<file path="src/rtl/fan_timer_ctrl.sv">
// Off-delay fan timer: hour presets, BCD hr:min:sec countdown, pause/resume.
// Optional warn output and WARN_SEC parameter are built with FAN_TIMER_WARN_EN.
module fan_timer_ctrl #(
    parameter int CLK_PER_SEC = 125_000_000,
    parameter int N_PRESET = 4,
    parameter logic [4*N_PRESET-1:0] PRESET_HR = {4'd5, 4'd3, 4'd1, 4'd0}
`ifdef FAN_TIMER_WARN_EN
    ,
    parameter int WARN_SEC = 10
`endif
) (
    input  logic clk,
    input  logic reset_n,
    input  logic timer_en,
    input  logic btn_sel,
    input  logic btn_pause,
    output logic [$clog2(N_PRESET)-1:0] preset_idx,
    output logic [3:0] hr,
    output logic [7:0] min,
    output logic [7:0] sec,
    output logic active,
    output logic expired
`ifdef FAN_TIMER_WARN_EN
    ,
    output logic warn
`endif
);

    localparam int IW = $clog2(N_PRESET);
    localparam int PW = $clog2(CLK_PER_SEC);
    localparam logic [PW-1:0] P_LAST = PW'(CLK_PER_SEC - 1);
    localparam logic [IW-1:0] I_LAST = IW'(N_PRESET - 1);

    typedef enum logic [1:0] {
        IDLE,
        RUN,
        PAUSE
    } state_t;

    state_t state, state_nx;
    logic [PW-1:0] presc, presc_nx;
    logic [IW-1:0] idx_nx, sel_idx;
    logic [3:0] hr_nx, sel_hr;
    logic [7:0] min_nx, sec_nx;
    logic active_nx, expired_nx;
    logic run_cycle, tick, last_sec;

    assign sel_idx = (preset_idx == I_LAST) ? '0 : preset_idx + IW'(1);
    assign sel_hr = (sel_idx == '0) ? 4'd0
                  : PRESET_HR[4*int'(sel_idx) +: 4];

    // A resume edge counts as a RUN cycle; a pause edge does not.
    assign run_cycle = (state == RUN && !btn_pause)
                    || (state == PAUSE && btn_pause);
    assign tick = run_cycle && (presc == P_LAST);
    assign last_sec = (hr == 4'd0) && (min == 8'h00) && (sec == 8'h01);

    always_ff @(posedge clk) begin
        if (!reset_n) begin
            state <= IDLE;
            presc <= '0;
            preset_idx <= '0;
            hr <= '0;
            min <= '0;
            sec <= '0;
            active <= 1'b0;
            expired <= 1'b0;
        end else begin
            state <= state_nx;
            presc <= presc_nx;
            preset_idx <= idx_nx;
            hr <= hr_nx;
            min <= min_nx;
            sec <= sec_nx;
            active <= active_nx;
            expired <= expired_nx;
        end
    end

    always_comb begin
        state_nx = state;
        presc_nx = presc;
        idx_nx = preset_idx;
        hr_nx = hr;
        min_nx = min;
        sec_nx = sec;
        expired_nx = 1'b0;
        if (!timer_en) begin
            state_nx = IDLE;
            presc_nx = '0;
            idx_nx = '0;
            hr_nx = '0;
            min_nx = '0;
            sec_nx = '0;
        end else if (btn_sel) begin
            idx_nx = sel_idx;
            hr_nx = sel_hr;
            min_nx = 8'h00;
            sec_nx = 8'h00;
            presc_nx = '0;
            state_nx = (sel_hr != 4'd0) ? RUN : IDLE;
        end else begin
            if (btn_pause && state == RUN) state_nx = PAUSE;
            if (btn_pause && state == PAUSE) state_nx = RUN;
            if (run_cycle && !tick) presc_nx = presc + PW'(1);
            if (tick) begin
                presc_nx = '0;
                if (last_sec) begin
                    state_nx = IDLE;
                    idx_nx = '0;
                    sec_nx = 8'h00;
                    expired_nx = 1'b1;
                end else if (sec[3:0] != 4'd0) begin
                    sec_nx = {sec[7:4], sec[3:0] - 4'd1};
                end else if (sec[7:4] != 4'd0) begin
                    sec_nx = {sec[7:4] - 4'd1, 4'd9};
                end else begin
                    sec_nx = 8'h59;
                    if (min[3:0] != 4'd0) begin
                        min_nx = {min[7:4], min[3:0] - 4'd1};
                    end else if (min[7:4] != 4'd0) begin
                        min_nx = {min[7:4] - 4'd1, 4'd9};
                    end else begin
                        min_nx = 8'h59;
                        hr_nx = hr - 4'd1;
                    end
                end
            end
        end
        active_nx = (state_nx != IDLE);
    end

`ifdef FAN_TIMER_WARN_EN
    // BCD order matches numeric order, so the compare works on raw digits.
    localparam logic [7:0] WARN_BCD = {4'(WARN_SEC / 10), 4'(WARN_SEC % 10)};
    logic warn_nx;

    assign warn_nx = active_nx && (hr_nx == 4'd0) && (min_nx == 8'h00)
                  && (sec_nx <= WARN_BCD);

    always_ff @(posedge clk) begin
        if (!reset_n) warn <= 1'b0;
        else warn <= warn_nx;
    end
`endif

endmodule

</file>
<file path="config.mk">
export PLATFORM = sky130hd
export DESIGN_NAME = fan_timer_ctrl
export DESIGN_NICKNAME = d
export VERILOG_FILES = /design/src/rtl/fan_timer_ctrl.sv
export SDC_FILE = /design/constraint.sdc
export NUM_CORES = 1
export LEC_CHECK = 0
export ABC_AREA = 1
export CORE_MARGIN = 2
export CORE_UTILIZATION = 53
export CTS_CLUSTER_DIAMETER = 40
export CTS_CLUSTER_SIZE = 25
export DETAILED_ROUTE_END_ITERATION = 8
export PLACE_DENSITY_LB_ADDON = 0.3
export SYNTH_ARGS = -nofsm -noshare
export SYNTH_HDL_FRONTEND = slang
export SYNTH_SLANG_ARGS = --single-unit
</file>
<file path="constraint.sdc">
create_clock -name clk -period 1.7 [get_ports clk]
set_input_delay 0.34 -clock clk [delete_from_list [all_inputs] [get_ports clk]]
set_output_delay 0.34 -clock clk [all_outputs]
set_load 0.02 [all_outputs]
</file>
==> reports/results.tsv <==
metric	value	unit
syn_nets	573	
dpl.hpwl	7.33	mm
multi_input_area	2320	sq um
start_util	55.3	%
grt_pass1_wl	16.1	mm
core_area	6420	sq um
via_count	3874	
cts_hold_buf	0	
period_share	101	%
dieArea	7370	sq um
min_period	1710	ps
netlist_instances	558	
post_drt_wl_per_cell	14.1	um
dp_worst_setup_slack	-270	ps
clock_path_buffers	2	
synth_warnings	0	
clock-skew-final	6.47	ps
start_kind	flip-flop	
fill_cells	536	
instances_no_fill	716	
avgSynthCellArea	6.36	sq um
placed_area	4260	sq um
drive_above_1_share	23.6	%
setup_viol	1	
viasPerCell	5.41	
critPathCaptureType	flip-flop	
fin_nets	653	
finalMaxSlewViolations	0	
rows	29	
utilization	72.4	%
clock-sinks	53	
die_h	85.8	um
antenna_found_initial	0	
max_freq	583	MHz
p_per_area	466	nW/um^2
hold_viol	0	
netlist_area	3550	sq um
status	finished, violations left	
synth-seq-cells	53	
fin_setup_tns	-14.4	ps
critPathMaxStageDelay	380	ps
cts_buffers	5	
antenna_left	0	
cp_common_cell	nand2_1	
peakVddDrop	371	uV
ys_types	33	
num_antenna_cells	0	
grt_max_degree	22	
cts.clk_slew.worst_paths	100	ps
overflow	0	
place.gp.congestion	0.973	
firstDrtPassIters	7	
slowest_stage	dfxtp_2	
worst_pin_slew	298	ps
maxCapViolCount	0	
ys_seq_area_share	29.9	%
cp_cell_sequence	ha_4 > nand3_1 > nor3_1 > nand2_1 > nor2_1 > nand2_1 > o21ai_4 > inv_1 > nand2_1 > nand2_1	
layout_setup_ws	-14.4	ps
syn2layout_area_growth	30.9	%
finalPower	2.17	mW
hold_ws	499	ps
final_area	4650	sq um
drc	1	
required	1900	ps
dieWidth	85.8	um
critPathArrivalTime	1920	ps
regArea	1070	sq um
clock_latency	310	ps
portBuffers	28	
violations	design-rule violations, negative setup slack	
critical_path_class	reg2reg	
dp_cells	701	
drt_iter0_drc	274	
grt_use_total	27.0	%
cts_root_buf	clkbuf_8	
slew-limit-headroom	80.0	%
rsz0062_at_grt	yes	
leakagePower	1.94	nW
grt_pass1_vias	3524	
ctsHtreeMaxLevel	2	
hp-class	reg2reg	
totalWireLength	10.1	mm
tritoncts	built	
pin_count	29	
critPathMaxFanout	5	
## power by group
| group | internal [mW] | switching (mW) |
|---|---|---|
| Combinational | 0.0854 | 0.102 |
| Clock | 0.293 | 0.427 |
| Sequential | 1.25 | 0.00877 |
## metal layers
layer	share of wire (%)	track usage [%]	wire, um
met4	1.4	7.22	138
met3	7.2	6.06	722
met2	45	42.7	4560
met1	46	37.4	4670
met5	0	0	0
## layout by cell type, fill, tap and decap left out, types with 5 or more instances in the layout
| master | instances |
|---|---|
| clkdlybuf4s50_1 | 9 |
| inv_2 | 10 |
| nor2_1 | 60 |
| a21oi_1 | 37 |
| inv_1 | 51 |
| dfxtp_2 | 10 |
| nand4_1 | 10 |
| dfxtp_1 | 43 |
| nor2_2 | 13 |
| xor2_1 | 16 |
| dlygate4sd2_1 | 13 |
| o21ai_1 | 5 |
| o21ai_0 | 12 |
| nor2_4 | 7 |
| clkbuf_8 | 5 |
| nor3_1 | 19 |
| nand2_2 | 8 |
| nand3_1 | 27 |
| nand3_4 | 5 |
| ha_1 | 6 |
| dlymetal6s2s_1 | 6 |
| nand2_1 | 163 |
| nand3_2 | 6 |
| buf_4 | 53 |
## layout make-up
cell class,count,area share (%)
clock buffers,7,1.64
inverters,64,5.39
repair buffers,88,17.6
multi-input cells,426,50.0
clock inverters,1,0.162
flip-flops and latches,53,23.1
well taps,77,2.07
## what timing repair did
action                     4_1_cts  5_1_grt
gates cloned                     1        3
resized for setup               16       80
pin swaps                        3       20
setup endpoints to repair       25       58
buffers inserted                 2        2
## cell usage after synthesis
cell type	instances	area, sq um
nand3_1	32	160
nand3b_1	1	7.51
o31a_1	1	8.76
a21oi_1	38	190
nor3b_1	1	7.51
o21ai_1	1	5.00
xnor2_1	4	35.0
nand3_4	2	35.0
nand2_1	169	634
xor2_1	16	140
buf_6	7	78.8
nor2_2	6	37.5
nand2_2	4	25.0
nand4_1	10	62.6
nor2_1	70	263
and3_1	1	6.26
dfxtp_1	53	1060
nor2_4	4	45.0
nand2_4	1	11.3
o2111ai_1	1	8.76
nor3b_2	3	37.5
a211oi_2	1	12.5
buf_2	7	35.0
o21a_1	1	7.51
inv_1	59	221
ha_1	10	125
nor3_1	22	110
inv_2	5	18.8
o21ai_2	1	8.76
nand3_2	3	30.0
o21ai_0	20	100
or2_2	2	12.5
clkbuf_1	2	7.51
## path summary, 6_finish.rpt
kind | from | end | slack (ps) | depth (start not counted)
worst max-delay path | presc[1]$_SDFFE_PP0P_ | sec[4]$_SDFFE_PP0P_ | -10 | 10
worst min-delay path | presc[14]$_SDFFE_PP0P_ | presc[14]$_SDFFE_PP0P_ | 500 | 2
worst max register to register | presc[1]$_SDFFE_PP0P_ | sec[4]$_SDFFE_PP0P_ | -10 | 10
worst min register to register | presc[14]$_SDFFE_PP0P_ | presc[14]$_SDFFE_PP0P_ | 500 | 2
## sequential cells by signal, indices dropped and copies added, names as in the netlist
signal      count
presc          27
min             8
sec             8
hr              4
preset_idx      2
state           2
active          1
expired         1
## critical path: cells and delay by family (launching register included)
| kind | cells | cell delay (ps) |
|---|---|---|
| and+or+nand+nor | 7 | 800 |
| DFF | 1 | 380 |
| AOI/OAI and AO/OA | 1 | 200 |
| adders and majority gates | 1 | 150 |
| buffers and inverters | 1 | 70 |
## cells by family (layout without fill, tap and decap cells)
group | after synthesis | after routing | synth area share (%)
and+or+nand+nor | 331 | 332 | 41.8
adders and majority gates | 10 | 10 | 3.52
DFF | 53 | 53 | 29.9
xor gates and xnor gates | 20 | 20 | 4.93
AOI/OAI and AO/OA | 64 | 64 | 9.62
buffers and inverters | 80 | 160 | 10.2
Power figures use the tool's default switching activity.
